[config.mk]
export PLATFORM = sky130hd
export DESIGN_NAME = if_fetch_sequencer
export DESIGN_NICKNAME = d
export VERILOG_FILES = /design/src/rtl/arm_pkg.sv /design/src/rtl/if_skid_buffer.sv /design/src/rtl/if_fetch_sequencer.sv
export SDC_FILE = /design/constraint.sdc
export NUM_CORES = 1
export LEC_CHECK = 0
export CAP_MARGIN = 15
export CORE_AREA = 5 5 137 139
export DETAILED_ROUTE_END_ITERATION = 8
export DIE_AREA = 0 0 142 144
export GPL_TIMING_DRIVEN = 0
export HOLD_SLACK_MARGIN = 0.12
export PLACE_DENSITY = 0.79
export SLEW_MARGIN = 20
export SYNTH_ARGS = -nofsm -noshare
export SYNTH_HDL_FRONTEND = slang
export SYNTH_SLANG_ARGS = --single-unit
[constraint.sdc]
create_clock -name clk -period 8.7 [get_ports clk]
set_input_delay 1.74 -clock clk [delete_from_list [all_inputs] [get_ports clk]]
set_output_delay 1.74 -clock clk [all_outputs]
set_load 0.01 [all_outputs]
[src/rtl/arm_pkg.sv]
// Core-wide word width, fetch-state encoding and the NOP encoding.
package arm_pkg;
  localparam int WORD_W = 32;
  localparam logic [WORD_W-1:0] INSTR_NOP = 32'd0;

  typedef enum logic [1:0] {
    FETCH = 2'd0,
    HOLD  = 2'd1,
    FLUSH = 2'd2
  } fetch_state_t;
endpackage

[src/rtl/if_skid_buffer.sv]
// One-entry instr/pc+4 buffer parking a fetched word while IF/ID is frozen.
// Load captures on the next edge; drain and clear empty it, clear also wipes the contents.
module if_skid_buffer
  import arm_pkg::*;
(
  input  logic              clk,
  input  logic              rst,
  input  logic              i_load,
  input  logic              i_drain,
  input  logic              i_clear,
  input  logic [WORD_W-1:0] i_instr,
  input  logic [WORD_W-1:0] i_pc4,
  output logic [WORD_W-1:0] o_instr,
  output logic [WORD_W-1:0] o_pc4,
  output logic              o_vld
);
  logic [WORD_W-1:0] r_instr;
  logic [WORD_W-1:0] r_pc4;
  logic              r_vld;

  always_ff @(posedge clk or posedge rst) begin
    if (rst) begin
      r_instr <= INSTR_NOP;
      r_pc4   <= '0;
      r_vld   <= 1'b0;
    end else if (i_clear) begin
      r_instr <= INSTR_NOP;
      r_pc4   <= '0;
      r_vld   <= 1'b0;
    end else if (i_load) begin
      r_instr <= i_instr;
      r_pc4   <= i_pc4;
      r_vld   <= 1'b1;
    end else if (i_drain) begin
      r_vld   <= 1'b0;
    end
  end

  assign o_instr = r_instr;
  assign o_pc4   = r_pc4;
  assign o_vld   = r_vld;
endmodule

[src/rtl/if_fetch_sequencer.sv]
// IF stage: owns the PC, issues req/ready fetches, parks a word across freezes, handles branches.
// Slot updates on the edge ending the ready cycle (1 instr/cycle at zero wait); freeze holds the slot.
module if_fetch_sequencer
  import arm_pkg::*;
#(
  parameter int                MEM_BYTES = 192,
  parameter logic [WORD_W-1:0] RESET_PC  = 32'd0
) (
  input  logic              clk,
  input  logic              rst,
  input  logic              freeze,
  input  logic              branch_taken,
  input  logic [WORD_W-1:0] branch_addr,
  output logic              mem_req,
  output logic [WORD_W-1:0] mem_addr,
  input  logic              mem_ready,
  input  logic [WORD_W-1:0] mem_rdata,
  output logic [WORD_W-1:0] instruction,
  output logic [WORD_W-1:0] pc_out,
  output logic              if_valid
);
  localparam logic [WORD_W-1:0] LP_MEM_END = WORD_W'(MEM_BYTES);

  fetch_state_t      r_state;
  logic [WORD_W-1:0] r_pc;
  logic [WORD_W-1:0] r_req_addr;
  logic [WORD_W-1:0] r_instr;
  logic [WORD_W-1:0] r_pc_out;
  logic              r_valid;

  logic              w_in_range;
  logic              w_req;
  logic              w_accept;
  logic [WORD_W-1:0] w_pc_next;
  logic [WORD_W-1:0] w_branch_tgt;
  logic              w_skid_load;
  logic              w_skid_drain;
  logic              w_skid_vld;
  logic [WORD_W-1:0] w_skid_instr;
  logic [WORD_W-1:0] w_skid_pc4;

  assign w_in_range   = (r_pc < LP_MEM_END);
  assign w_req        = !rst && (((r_state == FETCH) && w_in_range) || (r_state == FLUSH));
  assign w_accept     = w_req && mem_ready;
  assign w_pc_next    = r_pc + 32'd4;
  assign w_branch_tgt = branch_addr & ~32'd3;
  assign w_skid_load  = !branch_taken && (r_state == FETCH) && w_accept && freeze;
  assign w_skid_drain = !branch_taken && (r_state == HOLD) && !freeze;

  if_skid_buffer u_skid (
    .clk     (clk),
    .rst     (rst),
    .i_load  (w_skid_load),
    .i_drain (w_skid_drain),
    .i_clear (branch_taken),
    .i_instr (mem_rdata),
    .i_pc4   (w_pc_next),
    .o_instr (w_skid_instr),
    .o_pc4   (w_skid_pc4),
    .o_vld   (w_skid_vld)
  );

  always_ff @(posedge clk or posedge rst) begin
    if (rst) begin
      r_state    <= FETCH;
      r_pc       <= RESET_PC;
      r_req_addr <= '0;
      r_instr    <= INSTR_NOP;
      r_pc_out   <= '0;
      r_valid    <= 1'b0;
    end else if (branch_taken) begin
      r_valid <= 1'b0;
      r_pc    <= w_branch_tgt;
      case (r_state)
        // An unanswered request must still be drained before fetching the target.
        FETCH: begin
          if (w_req && !mem_ready) begin
            r_state    <= FLUSH;
            r_req_addr <= r_pc;
          end else begin
            r_state <= FETCH;
          end
        end
        HOLD:    r_state <= FETCH;
        default: r_state <= mem_ready ? FETCH : FLUSH;
      endcase
    end else begin
      case (r_state)
        FETCH: begin
          if (w_accept) begin
            r_pc <= w_pc_next;
            if (freeze) begin
              r_state <= HOLD;
            end else begin
              r_instr  <= mem_rdata;
              r_pc_out <= w_pc_next;
              r_valid  <= 1'b1;
            end
          end else if (!freeze) begin
            r_valid <= 1'b0;
          end
        end
        HOLD: begin
          if (!freeze) begin
            r_instr  <= w_skid_instr;
            r_pc_out <= w_skid_pc4;
            r_valid  <= w_skid_vld;
            r_state  <= FETCH;
          end
        end
        default: begin
          if (mem_ready) r_state <= FETCH;
        end
      endcase
    end
  end

  assign mem_req     = w_req;
  assign mem_addr    = (r_state == FLUSH) ? r_req_addr : r_pc;
  assign instruction = r_instr;
  assign pc_out      = r_pc_out;
  assign if_valid    = r_valid;
endmodule

Word-level counts from Yosys, hierarchy flattened --
Cells that the tools add are included.
Word-level totals: register bits after elaboration 196, bits in latches 0, RAM bits 0, bits in read-only memories 0, input port bits 69, output and inout port bits 98, word-level logic and storage cells 82, memories kept 0
Operators by class: add/sub/neg operators 1, $mul 0, divide/modulo/power cells 0, order comparisons 1, equality and inequality tests 9, shift operators 0, mux-type cells 34, bitwise operators 1, reductions and logical operators 27
Operators by type and width (number):
- $mux 32 | 14
- $pmux 32 s2 | 2
- $add 32x3->32 const B | 1
- $lt 32x8->1 const B | 1
- $mux 2 | 7
- $ne 3x3->1 const B | 4
- $logic_and 1x1->1 | 9
- $mux 1 | 8
- $pmux 2 s2 | 2
- $reduce_bool 2->1 | 4
- $ne 2x2->1 const B | 3
- $reduce_and 3->1 | 2
- $reduce_bool 3->1 | 2
- $reduce_and 5->1 | 1
- $logic_not 1->1 | 4
- $reduce_and 4->1 | 1
- $reduce_bool 4->1 | 1
- $eq 2x1->1 const B | 1
- $eq 2x2->1 const B | 1
- $logic_not 2->1 | 1
- $pmux 1 s2 | 1
- $reduce_and 2->1 | 1
- $logic_or 1x1->1 | 1
- $not 1->1 | 1

Depth between registers and ports, before layout --
depth after elaboration 9, depth in mapped cells 8, gate-level depth less buffers 6

Modules after synthesis --
From an unflattened synthesis, not the netlist that was laid out.
Second synthesis, totals: cell total of the unflattened synthesis 851, area, all modules 9480.3 um^2
Modules (own cells, without submodules):
- if_fetch_sequencer | times used 1, cells an instance 640, area an instance 6806.5 um^2, seq. area each 3178.0 um^2
- if_skid_buffer | times used 1, cells an instance 211, area an instance 2673.8 um^2, seq. area each 1626.6 um^2

Worst setup path after synthesis --
Ideal clock, no wire load.
path kind input -> output, start input rst, end output mem_req, arrival time 6.199 ns, required time 6.960 ns, setup slack 0.761 ns, stages 2, path buffers 0, path through inv_1 > and2_1
Between the ends: longest elaborated chain between the ends 2
Ends and longest elaborated chain:
- start: declaration | line if_fetch_sequencer.sv:10 | input logic rst,
- $logic_not 1->1 (no source line)
- $logic_and 1x1->1 | line if_fetch_sequencer.sv:43 | assign w_req = !rst && (((r_state == FETCH) && w_in_range) || (r_state == FLUSH));
- end: declaration | line if_fetch_sequencer.sv:14 | output logic mem_req,
No other way between the ends.

Final worst setup path --
Same ends and word-level chain as after synthesis.

==> metrics <==
initial antenna violation count 0; Final period util 66.52%; area grow syn2layout 28.80%; P_int 1486 uW; crit path cell chain clkdlybuf4s50_1 -> inv_8 -> buf_16 -> and2_1 -> clkdlybuf4s50_1; core area 0.01753 sq mm; num ports 167; Slew @ Worst Pin 0.7658 ns; final WL 23.86 mm; die area 0.02045 sq mm; Chip Width 142 microns; vias in the first global route 7036; FFs w/ async S/R, synth 100.0%; Post-CTS Setup Inserts 0; post-synth top area cell dfrtp_1; num rows 49; Slowest-stage cell, CP clkdlybuf4s50_1; Psw 465.5 uW; max-slew violation count 0; Distinct cells, synth 49; remaining global-route overflow 0; switching share of power 23.85%; Post-Route Skew 0.007792 ns; Worst EP required 6.96 ns; antenna-violating nets left 0; first-iteration detailed-routing DRC count 665; initial core utilization 50.50%; DR vias/cell 5.623; Comb pwr share 11.4%; GPL Wtd Cong 0.8359; post-CTS sizing 0; dpl cells 1266; clock network fraction of design power 40.8%; P per Cell Area 171.2 mW/mm^2; Setup-failing EPs final 0; first-pass GRT wire length 37.87 mm; post-synth top area share 53.70%; Final Hold Fails 0; Layout Nets 1126; setup TNS after final layout 0 ns; Worst Path Arrival 4.05 ns; Pleak 0.004913 uW; Clock Latency Late Sink 0.43 ns; Rel. slew slack 48.67%; most frequent cells after synthesis 190 x dfrtp_1, 179 x nand2_1, 74 x a21oi_1, 72 x mux2_2, 45 x a31oi_1; flop2flop setup slack 5.92 ns; Synth Register Bits 190; final std cells w/o fill 1297; pin count of the biggest net entering global routing 111; first drt pass iteration count 6; fin crit period 5.787 ns; Clk pin slew, worst setup/hold paths 0.06 ns; Die H 144 microns; CTS Buffer Depth 2; Critical Path Most Common Cell clkdlybuf4s50_1; sequential area share after synthesis 53.70%; Flop pwr share 47.8%; WL per Instance 18.39 microns; Ys Warns 0; Startpoint Class input pin; Tot Pwr 1952 uW; peak supply drop 148.1 uV; Achievable Freq 172.8 MHz; largest cells by area after synthesis dfrtp_1 54%, mux2_2 9.2%, nand2_1 7.6%, a21oi_1 4.2%, a31oi_1 3.2%; WS Path Type in2out; DRC viols 0; CTS sink cnt 190; layout cells sized above 1 13.39%; count leader, synth dfrtp_1; number of buffers inserted by hold repair at cts 0; # Max-Cap Violations 0; TritonCTS buffer count 17; GRT Util Overall 23.44%; status finished clean; Mapped Cells 873; H-Tree Depth 4; worst-path maximum fanout 110; Main synth FF type dfrtp_1; Critical Path Sink Type primary output; CTS tree yes; post-synth design cell area 0.008855 sq mm; antenna cells 0; RSZ-0062 raised after global routing false; clk root buf clkbuf_16; Mapped Avg Cell Area 10.14 sq um; Via Count 7293; post-detail-place hpwl 16.87 mm; Post-synth EDFFs 0; CP peak stage delay 0.55 ns; I/O Buffers 162; hold crit path type reg2reg
[cells in the final DEF (no fill, tap or decap), types with 3 or more instances in the layout]
cell type          n
and2b_1            4
nor2b_1           22
clkbuf_1          42
nor4_4             3
and4_1             7
nor3_1            10
clkdlybuf4s50_1  162
a211oi_1           4
xnor2_1           13
o2bb2ai_1          6
o21ai_0           32
and2_1            28
nand2_1          179
a21oi_1           74
xor2_1             5
or3_1              4
buf_6              3
bufinv_16          3
nand2b_1           6
mux2i_1            3
a31oi_1           45
nand3_1           10
nor2_1            17
nand4_1           10
dfrtp_1          190
mux2_2            72
clkbuf_16         17
o211ai_1           6
buf_4              9
and3_1             3
inv_1              9
nor4_1            11
buf_1              3
or4_1              7
buf_2             15
o31ai_1            4
[state kept, by name, indices dropped and copies added, names as in the netlist]
register / count
u_skid.o_pc4: 31
pc_out: 31
if_valid: 1
u_skid.o_vld: 1
r_state: 2
r_pc: 30
instruction: 32
u_skid.o_instr: 32
r_req_addr: 30
[per-stage QoR]
step / setup slack, ns / util [%] / area [sq um] / hold WS, ns
6_report: 2.913 / 65.04 / 11400 / 0.4838
5_1_grt: 2.666 / 65.04 / 11400 / 0.4970
3_5_place_dp: 2.812 / 61.63 / 10810 / 0.4710
3_3_place_gp: -1.860 / 61.40 / 10770 / 0.4664
4_1_cts: 2.801 / 65.04 / 11400 / 0.4883
2_1_floorplan: 0.7614 / - / 8859 / 0.4531
[power groups by stage]
stage / registers [uW] / clock network (uW) / logic, uW
6_report: 933 / 796 / 223
5_1_grt: 936 / 843 / 243
4_1_cts: 933 / 808 / 224
3_5_place_dp: 949 / 0 / 222
3_3_place_gp: 949 / 0 / 219
2_1_floorplan: 945 / 0 / 108
[path summary, 6_finish.rpt]
kind	from	endpoint	cells after the start
max	rst	mem_req	5
min	r_req_addr[25]	r_req_addr[25]	1
max reg2reg	r_pc[8]	r_req_addr[14]	6
min reg2reg	r_req_addr[25]	r_req_addr[25]	1
max in group asynchronous	rst	pc_out[26]	3
min in group asynchronous	rst	u_skid.o_pc4[12]	2
[layout make-up]
class	count	area [sq um]
fillers	1400	6130
flip-flops and latches	190	4755
multi-input cells	603	3727
repair buffers	163	1649
clock buffers	22	464.2
plain buffers	71	344.1
well taps	229	286.5
clock inverters	9	133.9
inverters	10	45.04
[cell families after synthesis]
logic type               synth area share (%)
AND/OR/NAND/NOR                         18.65
flip-flops                              53.70
AO/OA/AOI/OAI                           11.76
buffers and inverters                   4.310
multiplexers                            9.623
XOR/XNOR                                1.780
adder cells (fa/ha/maj)                0.1413
other                                 0.04235
[per-layer routing]
metal	global-route usage, %	vias up	wire (microns)
met5	0	-	0
li1	-	3401	-
met2	36.47	302	11020
met1	33.76	3551	10500
met4	7.323	0	538
met3	4.167	39	1796
[worst max-delay path, delay by kind of cell]
family	cells	cell delay (ns)
buf+inv	4	2.06
simple gates	1	0.24
(Power assumes the default switching activity.)
